===== src/rtl/lcd_window_sched.sv =====
// lcd_window_sched: places up to three ROM-backed picture windows on the LCD raster.
// Each window's ROM address is prefetched far enough ahead to cover the read latency.
// Where windows overlap, the lowest-numbered enabled window supplies the pixel.
module lcd_window_sched #(
    parameter int          PIC_WIDTH  = 250,
    parameter int          PIC_HEIGHT = 114,
    parameter int          Y_START    = 10,
    parameter int          X_START0   = 10,
    parameter int          X_START1   = 270,
    parameter int          X_START2   = 540,
    parameter int          RD_LAT     = 1,
    parameter logic [23:0] BACK_COLOR = 24'hE0FFFF
) (
    input  logic        lcd_pclk,
    input  logic        rstn,
    input  logic [10:0] pixel_xpos,
    input  logic [10:0] pixel_ypos,
    input  logic [2:0]  win_en,
    input  logic [23:0] rom_data0,
    input  logic [23:0] rom_data1,
    input  logic [23:0] rom_data2,
    output logic [14:0] rom_addr0,
    output logic [14:0] rom_addr1,
    output logic [14:0] rom_addr2,
    output logic [23:0] pixel_data,
    output logic        frame_done,
    output logic [2:0]  en_active
);
    localparam logic [14:0] NPIX = 15'(PIC_WIDTH * PIC_HEIGHT);
    localparam logic [11:0] Y0   = 12'(Y_START);
    localparam logic [11:0] Y1   = 12'(Y_START + PIC_HEIGHT);
    localparam logic [35:0] XS   = {12'(X_START2), 12'(X_START1), 12'(X_START0)};

    typedef enum logic [1:0] {S_WAIT, S_ACTIVE, S_DONE} state_t;

    state_t      r_state;
    logic [14:0] r_addr [3];
    logic [23:0] r_pix;
    logic        r_done;
    logic [2:0]  r_en;
    logic [11:0] w_y;
    logic [11:0] w_x_pix;
    logic [11:0] w_x_pre;
    logic [2:0]  w_hit_pix;
    logic [2:0]  w_hit_pre;
    logic [23:0] w_pix;

    // Coordinates widened to 12 bits so x + offset never wraps
    assign w_y     = {1'b0, pixel_ypos};
    assign w_x_pix = {1'b0, pixel_xpos} + 12'd1;
    assign w_x_pre = {1'b0, pixel_xpos} + 12'(RD_LAT + 1);

    // Enabled-window hit tests for the next displayed pixel and for the prefetch column
    always_comb begin
        for (int k = 0; k < 3; k++) begin
            w_hit_pix[k] = r_en[k] && w_y >= Y0 && w_y < Y1 &&
                           w_x_pix >= XS[12*k +: 12] && w_x_pix < XS[12*k +: 12] + 12'(PIC_WIDTH);
            w_hit_pre[k] = r_en[k] && w_y >= Y0 && w_y < Y1 &&
                           w_x_pre >= XS[12*k +: 12] && w_x_pre < XS[12*k +: 12] + 12'(PIC_WIDTH);
        end
    end

    assign w_pix = w_hit_pix[0] ? rom_data0 :
                   w_hit_pix[1] ? rom_data1 :
                   w_hit_pix[2] ? rom_data2 : BACK_COLOR;

    // Frame FSM: latches enables before the window rows, counts addresses during them, clears after
    always_ff @(posedge lcd_pclk) begin
        if (!rstn) begin
            r_state <= S_WAIT;
            r_en    <= '0;
            r_done  <= 1'b0;
            r_pix   <= BACK_COLOR;
            for (int k = 0; k < 3; k++) r_addr[k] <= '0;
        end else begin
            r_done <= 1'b0;
            r_pix  <= BACK_COLOR;
            case (r_state)
                S_WAIT: begin
                    r_en <= win_en;
                    if (w_y == Y0) r_state <= S_ACTIVE;
                end
                S_ACTIVE: begin
                    r_pix <= w_pix;
                    for (int k = 0; k < 3; k++)
                        if (w_hit_pre[k] && r_addr[k] != NPIX) r_addr[k] <= r_addr[k] + 15'd1;
                    if (w_y < Y0) begin
                        r_state <= S_WAIT;
                        for (int k = 0; k < 3; k++) r_addr[k] <= '0;
                    end else if (w_y >= Y1) begin
                        r_state <= S_DONE;
                        r_done  <= 1'b1;
                    end
                end
                S_DONE: begin
                    for (int k = 0; k < 3; k++) r_addr[k] <= '0;
                    if (w_y < Y0) begin
                        r_state <= S_WAIT;
                    end else if (Y_START == 0 && w_y == 12'd0) begin
                        r_state <= S_ACTIVE;
                        r_en    <= win_en;
                    end
                end
                default: r_state <= S_WAIT;
            endcase
        end
    end

    assign rom_addr0  = r_addr[0];
    assign rom_addr1  = r_addr[1];
    assign rom_addr2  = r_addr[2];
    assign pixel_data = r_pix;
    assign frame_done = r_done;
    assign en_active  = r_en;
endmodule

===== config.mk =====
export PLATFORM = sky130hd
export DESIGN_NAME = lcd_window_sched
export DESIGN_NICKNAME = d
export VERILOG_FILES = /design/src/rtl/lcd_window_sched.sv
export SDC_FILE = /design/constraint.sdc
export NUM_CORES = 1
export LEC_CHECK = 0
export CAP_MARGIN = 0
export CORE_ASPECT_RATIO = 0.75
export CORE_UTILIZATION = 47
export CTS_CLUSTER_DIAMETER = 80
export DETAILED_ROUTE_END_ITERATION = 7
export GPL_TIMING_DRIVEN = 0
export MAX_ROUTING_LAYER = met4
export PLACE_DENSITY_LB_ADDON = 0.1
export REMOVE_ABC_BUFFERS = 1
export SKIP_LAST_GASP = 1
export SLEW_MARGIN = 40
export SYNTH_ARGS = -nofsm -noshare
export SYNTH_HDL_FRONTEND = slang
export SYNTH_SLANG_ARGS = --single-unit

===== constraint.sdc =====
create_clock -name lcd_pclk -period 4.3 [get_ports lcd_pclk]
set_clock_uncertainty 0.2 [all_clocks]
set_input_delay 0.86 -clock lcd_pclk [delete_from_list [all_inputs] [get_ports lcd_pclk]]
set_output_delay 0.86 -clock lcd_pclk [all_outputs]
set_load 0.1 [all_outputs]

==> metrics.csv <==
stage;metric;value;unit
clock_tree;Root Buffer;clkbuf_16;
logic_synthesis;number of flops mapped to enable cells by yosys;45;
die;DIE AREA;0.0116;sq mm
global_routing;first-pass GRT wire length;25000;um
die;Starting Density;0.483;
power_and_ir_drop;Sw Ratio;0.307;
power_and_ir_drop;clock share of power;0.395;
clock_tree;clock-pin slew on the worst setup and hold paths;60;ps
route;DR vias/cell;6.23;
timing;RSZ-0062 raised after global routing;no;
min_path;Worst Hold End;r_state[0]$_SDFFE_PN0P_;
setup_path;CP Launch Type;primary input;
logic_synthesis;Seq cells post-synth;75;
finish;Non-Filler Instances;872;
finish;NumNets Final;837;
setup_path;Req. time, crit path;4070;ps
power_and_ir_drop;Logic pwr share;0.199;
setup_path;endpoint class of the critical path;flip-flop;
clock_tree;TritonCTS Sinks;75;
place;hpwl dp;11400;um
timing;max-slew violations;0;
finish;layout cells sized above 1;0.186;
power_and_ir_drop;Power Total;0.00198;W
logic_synthesis;Cell Area, Synth;0.00526;sq mm
timing;Worst-Margin Slew;809;ps
clock_tree;H-tree depth;3;
logic_synthesis;Synth cell types;73;
power_and_ir_drop;Seq pwr share;0.406;
power_and_ir_drop;P_int;0.00137;W
die;Die X;124;um
route;drt drc;0;
logic_synthesis;register area share after synthesis;0.371;
clock_tree;CTS tree;built;
timing;relative slew slack;0.460;
logic_synthesis;Primary FF master, synth;edfxtp_1;
setup_path;CP max FO;15;
power_and_ir_drop;VDD IR-drop max;0.192;mV
min_path;Worst Hold Launch;r_state[1]$_SDFFE_PN0P_;
finish;Area Growth Syn to Fin;33.5;%
place;gp weighted congestion;0.925;
finish;Final Util;0.644;
clock_tree;CTS Buf Count;9;
die;Core Rows;33;
logic_synthesis;async set or reset register ratio after synthesis;0;
clock_tree;Max Root-Sink Buffers;2;
route;routed wire length;15900;um
route;DRT Pass-1 Iters;5;
logic_synthesis;area share of the largest cell type after synthesis;0.257;
die;die height;93.6;um
clock_tree;clock latency on the worst-skew pair;340;ps
global_routing;GRT Residual Overflow;0;
global_routing;antenna violations before repair;0;
place;IO buf count;171;
setup_path;FF-to-FF End;r_addr[0][16]$_SDFFCE_PP0P_;
global_routing;GRT Total Usage;0.282;
route;Starting DRT DRC Count;419;
logic_synthesis;synth warn;0;
die;Core Box Area;0.0109;sq mm
setup_path;setup slack, reg-to-reg;1020;ps
finish;number of fillers in the final layout;937;
setup_path;CP Class;in -> reg;
timing;final setup vio count;0;
finish;ANT cells;0;
timing;crit path time final;4160;ps
setup_path;reg-to-reg startpoint;r_addr[0][30]$_SDFFCE_PP0P_;
clock_tree;CTS Hold Bufs;0;
min_path;hold depth;1;
place;cell count after placement;856;
timing;Fmax achieved;0.240;GHz
timing;Fin. Hold Viols;0;
logic_synthesis;Syn Inst Count;579;
power_and_ir_drop;power per cell area;281;mW/mm^2
job;max cap viols;0;
logic_synthesis;Yosys top cell by area;edfxtp_1;
setup_path;WP data arrival;3930;ps
run_status;status;complete, no violations;
power_and_ir_drop;Leak Pwr;2.51;nW
die;IO Count;172;
global_routing;largest net degree at the start of global routing;28;
setup_path;worst r2r path cells;10;
logic_synthesis;Synth area leaders;edfxtp_1 (26%), dfxtp_1 (11%), a21oi_1 (4.7%);
route;Routed Antenna Nets;0;
timing;Tcrit/Tclk final;0.968;
route;Vias;5435;
global_routing;vias in the first global route;5064;
route;wire length per cell;18.3;um
timing;Setup TNS Final;0;ps
min_path;HP Class;reg -> reg;
logic_synthesis;Mean Syn Cell Area;9.09;sq um
power_and_ir_drop;Net Switching;0.000606;W
[synthesized netlist by cell type (4+ instances only)]
master    instances
xor2_1           26
o31ai_1           7
nand4b_1          4
and3_1           12
o31a_1            5
a21boi_0          9
clkbuf_1         18
a21oi_1          49
nand2_1          32
o31ai_2           9
buf_6             4
xnor2_1          17
ha_1             11
o21ai_0          14
o32ai_1           7
and2_1            6
o211ai_1          4
inv_1            27
nand3_1          37
nor4_1           18
a31oi_1          29
buf_2            15
edfxtp_1         45
dfxtp_1          30
nand4_1          13
a211oi_1         10
nor2_1           26
and4_1            5
nor3_1           12
a211oi_2         10
buf_4             4
[cell families after synthesis]
kind of cell / after synthesis / share of synthesized area
AOI/OAI and AO/OA: 191 / 0.267
xor gates and xnor gates: 43 / 0.0716
adders and majority gates: 11 / 0.0262
buffers and inverters: 68 / 0.0606
DFF: 75 / 0.371
muxes: 1 / 0.00190
and+or+nand+nor: 190 / 0.202
[worst max-delay path, cell delays in order]
cell and delay (ps):
clkdlybuf4s50_1 760, and3_1 590, a31oi_1 180, o211ai_1 250, nor4b_1 610, nand2_1 130, nand2_1 540
[registers in the layout, indices dropped and copies added, names as in the netlist]
| name | count |
|---|---|
| en_active | 3 |
| frame_done | 1 |
| r_state | 2 |
| r_addr | 45 |
| pixel_data | 24 |
[worst max-delay path by stage]
stage	slack, ps	from	to	cells past startpoint
after floorplan	-110	r_addr[0][39]$_SDFFCE_PP0P_	r_addr[0][16]$_SDFFCE_PP0P_	6
after global placement	-2280	pixel_xpos[2]	r_addr[0][31]$_SDFFCE_PP0P_	7
after detailed placement	-640	pixel_xpos[2]	pixel_data[20]$_SDFF_PN0_	8
after CTS	100	pixel_xpos[2]	pixel_data[10]$_SDFF_PN1_	9
after global routing	20	pixel_xpos[4]	r_addr[0][16]$_SDFFCE_PP0P_	9
final	140	pixel_xpos[4]	r_addr[0][40]$_SDFFCE_PP0P_	7
[placed cells by master, fill, tap and decap left out, drive strengths merged, types with 4 or more instances in the layout]
cell type      Yosys  final
nand3             38     38
and2               7      7
inv               27     29
xor2              26     26
clkdlybuf4s50      0     97
o21ai             14     14
nor2              26     26
and4               5      5
o31a               5      5
a211oi            20     20
clkbuf            18      9
o32ai              7      7
nor3              13     13
nand4b             4      4
and3              12     12
a21oi             49     49
xnor2             17     17
ha                11     11
a31oi             29     29
nand4             14     14
buf               23     80
o211ai             4      4
dfxtp             30     30
nand2             32     32
o31ai             16     16
nor4              19     19
edfxtp            45     45
a21boi             9      9
[cell type report]
| type | count | area (sq um) | area share |
|---|---|---|---|
| multi-input cells | 436 | 3070 | 0.436 |
| clock inverters | 7 | 76.3 | 0.0109 |
| inverters | 27 | 101 | 0.0144 |
| flip-flops and latches | 75 | 1950 | 0.278 |
| clock buffers | 9 | 225 | 0.0321 |
| repair buffers | 178 | 1430 | 0.203 |
| well taps | 140 | 175 | 0.0249 |
[power by group through the flow]
stage	combinational [W]	clock (W)	sequential [W]
finish	0.000393	0.000781	0.000802
global route	0.000414	0.000824	0.000805
CTS	0.000390	0.000794	0.000802
detailed placement	0.000386	0	0.000817
global placement	0.000390	0	0.000817
floorplan	0.000104	0	0.000933
[through the flow]
stage	instance area (sq um)	hold slack [ps]	setup slack [ps]
4_1_cts	7010	337	95.2
2_1_floorplan	5040	289	-113
5_1_grt	7020	378	19.4
3_5_place_dp	6700	344	-642
6_report	7020	345	137
3_3_place_gp	6930	326	-2280
[timing repair]
action / CTS / global route
resized for setup: 3 / 1
setup buffers: 0 / 0
endpoints found under the setup margin: 17 / 33
[metal layers]
metal / vias up / GRT usage / wire (um) / share of wire
li1: 2532 / - / - / -
met1: 2637 / 0.378 / 7200 / 0.45
met2: 233 / 0.420 / 7300 / 0.46
met3: 33 / 0.0573 / 1080 / 0.068
met4: 0 / 0.100 / 333 / 0.021
met5: - / - / 0 / 0
(Power assumes the default switching activity.)
